### src/rtl/n_way_intersection.sv
// Round-robin intersection controller: one approach green at a time, latched
// pedestrian requests served together in an all-red WALK interval.
module n_way_intersection #(
    parameter int N_WAYS        = 4,
    parameter int TICK_DIV      = 100_000_000,
    parameter int GRN_TICKS     = 20,
    parameter int MIN_GRN_TICKS = 5,
    parameter int YLW_TICKS     = 3,
    parameter int ALLRED_TICKS  = 1,
    parameter int PED_TICKS     = 8,
    localparam int PHASE_W      = $clog2(N_WAYS)
) (
    input  logic                clk,
    input  logic                reset,
    input  logic [N_WAYS-1:0]   ped_req,
    output logic [N_WAYS-1:0]   red,
    output logic [N_WAYS-1:0]   ylw,
    output logic [N_WAYS-1:0]   grn,
    output logic [N_WAYS-1:0]   walk,
    output logic [PHASE_W-1:0]  phase,
    output logic                debug
);

    localparam int TICK_W = (TICK_DIV > 1) ? $clog2(TICK_DIV) : 1;
    localparam int MAX_GY = (GRN_TICKS > YLW_TICKS) ? GRN_TICKS : YLW_TICKS;
    localparam int MAX_AP = (ALLRED_TICKS > PED_TICKS) ? ALLRED_TICKS : PED_TICKS;
    localparam int MAX_T  = (MAX_GY > MAX_AP) ? MAX_GY : MAX_AP;
    localparam int TMR_W  = $clog2(MAX_T + 1);

    typedef enum logic [1:0] {
        ST_ALL_RED,
        ST_GREEN,
        ST_YELLOW,
        ST_WALK
    } state_t;

    state_t              state, state_next;
    logic [TICK_W-1:0]   tick_cnt;
    logic [TMR_W-1:0]    timer;
    logic [N_WAYS-1:0]   pend;
    logic [N_WAYS-1:0]   served;
    logic [N_WAYS-1:0]   req_now;
    logic [N_WAYS-1:0]   sel;
    logic [PHASE_W-1:0]  phase_next;
    logic                tick;
    logic                start_walk;

    assign tick    = (tick_cnt == TICK_W'(TICK_DIV - 1));
    assign debug   = tick;
    assign req_now = pend | ped_req;
    assign sel     = N_WAYS'(1) << phase;

    // NOTE: sequential state uses non-blocking assignments so every register
    // samples the pre-edge values, independent of statement order.
    always_ff @(posedge clk) begin
        if (reset) begin
            state <= ST_ALL_RED;
        end else begin
            state <= state_next;
        end
    end

    always_ff @(posedge clk) begin
        if (reset) begin
            tick_cnt <= '0;
            timer    <= '0;
            phase    <= '0;
            pend     <= '0;
            served   <= '0;
        end else begin
            tick_cnt <= tick ? '0 : tick_cnt + TICK_W'(1);
            phase    <= phase_next;
            if (state_next != state) begin
                timer <= '0;
            end else if (tick) begin
                timer <= timer + TMR_W'(1);
            end
            // The request captured on the WALK entry edge is served now, not held over.
            if (start_walk) begin
                served <= req_now;
                pend   <= '0;
            end else begin
                pend   <= req_now;
            end
        end
    end

    // NOTE: every output of this block is defaulted first so no path through
    // the case statement can leave a signal unassigned and infer a latch.
    always_comb begin
        state_next = state;
        phase_next = phase;
        start_walk = 1'b0;
        red        = '1;
        ylw        = '0;
        grn        = '0;
        walk       = '0;

        unique case (state)
            ST_ALL_RED: begin
                if (tick && timer == TMR_W'(ALLRED_TICKS - 1)) begin
                    state_next = ST_GREEN;
                end
            end
            ST_GREEN: begin
                grn = sel;
                red = ~sel;
                if (tick && (timer == TMR_W'(GRN_TICKS - 1) ||
                    (pend != '0 && int'(timer) + 1 >= MIN_GRN_TICKS))) begin
                    state_next = ST_YELLOW;
                end
            end
            ST_YELLOW: begin
                ylw = sel;
                red = ~sel;
                if (tick && timer == TMR_W'(YLW_TICKS - 1)) begin
                    phase_next = (phase == PHASE_W'(N_WAYS - 1)) ? '0 : phase + PHASE_W'(1);
                    if (req_now != '0) begin
                        state_next = ST_WALK;
                        start_walk = 1'b1;
                    end else begin
                        state_next = ST_ALL_RED;
                    end
                end
            end
            ST_WALK: begin
                walk = served;
                if (tick && timer == TMR_W'(PED_TICKS - 1)) begin
                    state_next = ST_ALL_RED;
                end
            end
            default: state_next = ST_ALL_RED;
        endcase
    end

endmodule

### config.mk
export PLATFORM = sky130hd
export DESIGN_NAME = n_way_intersection
export DESIGN_NICKNAME = d
export VERILOG_FILES = /design/src/rtl/n_way_intersection.sv
export SDC_FILE = /design/constraint.sdc
export NUM_CORES = 1
export LEC_CHECK = 0
export CAP_MARGIN = 20
export CORE_MARGIN = 10
export CORE_UTILIZATION = 45
export CTS_CLUSTER_SIZE = 16
export DETAILED_ROUTE_END_ITERATION = 6
export PLACE_DENSITY = 0.7
export SETUP_SLACK_MARGIN = 0.1
export SLEW_MARGIN = 20
export SYNTH_ARGS = -nofsm -noshare
export SYNTH_HDL_FRONTEND = slang
export SYNTH_SLANG_ARGS = --single-unit
### constraint.sdc
create_clock -name clk -period 2.15 [get_ports clk]
set_input_delay 0.43 -clock clk [delete_from_list [all_inputs] [get_ports clk]]
set_output_delay 0.43 -clock clk [all_outputs]
set_load 0.02 [all_outputs]
==> metrics <==
sequential share of the synthesized area=between 30 and 40%; fin crit period=roughly 2200 ps; pwr/cell area=425.9 nW/µm²; Pint=1.156 mW; # nets final=just under 400; Finished Core Util=a little over two thirds; Mapped Avg Cell Area=slightly above 8 µm²; failing checks=setup timing; Hold Worst Slack=458.1 ps; vias in the first global route=between 2000 and 2500; setup ws final=-42.44 ps; Port-buffer cells=24; Max IR drop VDD=0.4949 mV; Worst Hold Class=reg -> reg; top_reg_cell synth=dfxtp_1; mapped cell area=2369 µm²; initial cell density of the core=around 46%; via count=approximately 2300; Post-synth EDFFs=0; CP required=1720 ps; GRT Util Overall=between 10 and 15%; die height=around 93 µm; Final setup viols=2; LEAKAGE=approximately 1.4 nW; Die ar.=between 8000 and 9000 µm²; Mapped Nets=a little over 300; count leader, synth=dfxtp_1; RSZ-0062 raised after global routing=true; worst-path cell chain=or4b_4 -> nor4_4 -> nand2_2 -> clkinv_2 -> buf_6; Cell variety after synth=a little over 40; remaining antenna violation count=0; post-DP HPWL=roughly 4200 µm; worst rel slew slack=72.95%; Antenna Cells=0; CTS Buffer Depth=2; switching part of the total=approximately a quarter; status=finished, violations left; Synth area leader=dfxtp_1; Area Growth Syn to Fin=52.72%; CP max stage delay=roughly 540 ps; hold_buf cts=0; drt initial violations=slightly below 80; Max Clock Skew=~6.8 ps; H-tree Lvls=2; die width=92.55 µm; sum of negative setup slack=-71.13 ps; Setup crit start kind=flop; Clk pwr share=roughly a third; row count=26; DP Area=3097 µm²; Post-Synthesis Cells=~290; Pre-antenna DRT Iters=4; Async SR Flop Fraction=0%; Fin. Hold Viols=0; Clk Latency, worst-skew pair=~300 ps; Slowest cell on crit path=or4b_4; worst slew pin tran=approximately 400 ps; # Max-Cap Violations=0; first-pass GRT wire length=just under 10000 µm; via-per-instance ratio=about 5.3; aggregate routed wire length=approximately 6500 µm; Critical Path AT=approximately 1800 ps; crit path capture type=primary output; GRT overflow=0; most frequent cells after synthesis=44 x dfxtp_1, 42 x nor2_1, 22 x nand2_1; net switching power figure=approximately 380 µW; Max Clk Rate=456.1 MHz; kind of critical path=reg -> out; initial antenna violation count=0; Reg clk slew, reported paths=80 ps; Max Slew Vio Count=0; Final Non-Filler Cells=around 440; Root Buffer=clkbuf_8; WL per Instance=about 15 µm; Synth area leaders=dfxtp_1 37%, ha_1 6.9%, nor2_1 6.7%; largest net degree at the start of global routing=28; Max Fanout on Critical Path=2; synth warn=0; Sink Count=44; layout cell share with drive strength beyond 1=38.54%; #FFs+latches synth=between 40 and 50; Final Instance Area=between 3000 and 4000 µm²; TritonCTS clock tree=yes; number of remaining DRC errors=0; Cells after DPL=around 430; Sequential Power Share=between 50% and 60%; gp weighted congestion=just over 0.8; I/O pin count=25; core area=5107 µm²; Synth top area share=between 30% and 40%; clock buffers created by TritonCTS=5; period utilization=102.0%; combinational fraction of design power=11.0%
## through the flow
stage / setup WS (ps) / power [mW]
finish: -42.44 / 1.541
global route: -129.1 / 1.602
CTS: -71.17 / 1.508
floorplan: 78.29 / 0.9225
global placement: -176.8 / 0.9820
detailed placement: -194.5 / 0.9832
## cells by family after synthesis
| group | share of synthesized area [%] |
|---|---|
| buffers and inverters | 3.698 |
| flip-flops | 37.19 |
| AO/OA/AOI/OAI | 9.984 |
| XOR/XNOR | 9.245 |
| adder cells (fa/ha/maj) | 6.868 |
| multiplexers | 0.8453 |
| AND/OR/NAND/NOR | 32.17 |
## placed cells by master, fill, tap and decap left out, types with 3 or more instances in the layout
master	Yosys	final
nand4_1	8	8
ha_1	13	7
a21oi_1	14	8
a21oi_2	0	6
buf_4	0	52
clkbuf_8	0	6
and2_1	13	13
o21ai_0	11	8
or3_1	5	4
xnor2_1	17	17
and3_1	4	4
and4_1	3	3
nor3_1	9	9
nor2_1	42	16
ha_2	0	5
dlygate4sd2_1	0	11
nand3_1	11	11
xor2_1	8	8
o21ai_1	0	3
clkinv_2	0	3
nor4_1	9	3
clkdlybuf4s50_1	0	7
nor2_4	0	23
inv_1	13	11
buf_6	0	5
nor2_2	0	3
nand2_1	22	21
nor4_2	0	5
dfxtp_2	0	5
dfxtp_1	44	37
## layout make-up
cell class / instances / area (µm²)
Clock buffer: 6 / 82.58
Clock inverter: 2 / 10.01
Fill cell: 391 / 1490
Inverter: 14 / 56.30
Multi-Input combinational cell: 221 / 1742
Sequential cell: 44 / 894.6
Tap cell: 70 / 87.58
Timing Repair Buffer: 84 / 744.5
## sequential cells by signal (all words and copies together) (netlist names)
signal    count
served        4
pend          4
timer         5
tick_cnt     27
phase         2
state         2
## power groups by stage
stage	clock, mW	combinational, mW	sequential (mW)
5_1_grt	0.581	0.183	0.838
4_1_cts	0.541	0.130	0.837
3_3_place_gp	0	0.127	0.855
6_report	0.536	0.169	0.836
3_5_place_dp	0	0.127	0.856
2_1_floorplan	0	0.0657	0.857
## repair_timing
action / CTS / global route
resized for setup: 45 / 83
pin swaps: 13 / 32
buffers inserted: 4 / 2
setup endpoints to repair: 34 / 52
cloned: 0 / 3
## worst paths after layout
| check | slack (ps) | cells past startpoint | to | start |
|---|---|---|---|---|
| worst max-delay path | -40 | 5 | debug | tick_cnt[8]$_SDFF_PP0_ |
| worst min register to register | 460 | 2 | served[2]$_SDFFE_PP0P_ | served[2]$_SDFFE_PP0P_ |
| worst min-delay path | 460 | 2 | served[2]$_SDFFE_PP0P_ | served[2]$_SDFFE_PP0P_ |
| worst max register to register | -30 | 6 | timer[3]$_SDFFE_PP0P_ | tick_cnt[8]$_SDFF_PP0_ |
## critical path: cells and delay by family, from the launching register on
family / cells / cell delay [ps]
buffers and inverters: 2 / 180
and+or+nand+nor: 3 / 970
DFF: 1 / 320
## routing by layer
layer  wire, µm  vias up  GRT usage [%]
met5          0        -              0
met4        157        0          4.370
met3        143       12          2.986
met2       3459       29          24.65
met1       2714     1124          15.02
li1           -     1164              -
Note: power is estimated with default switching activity, not from simulation.
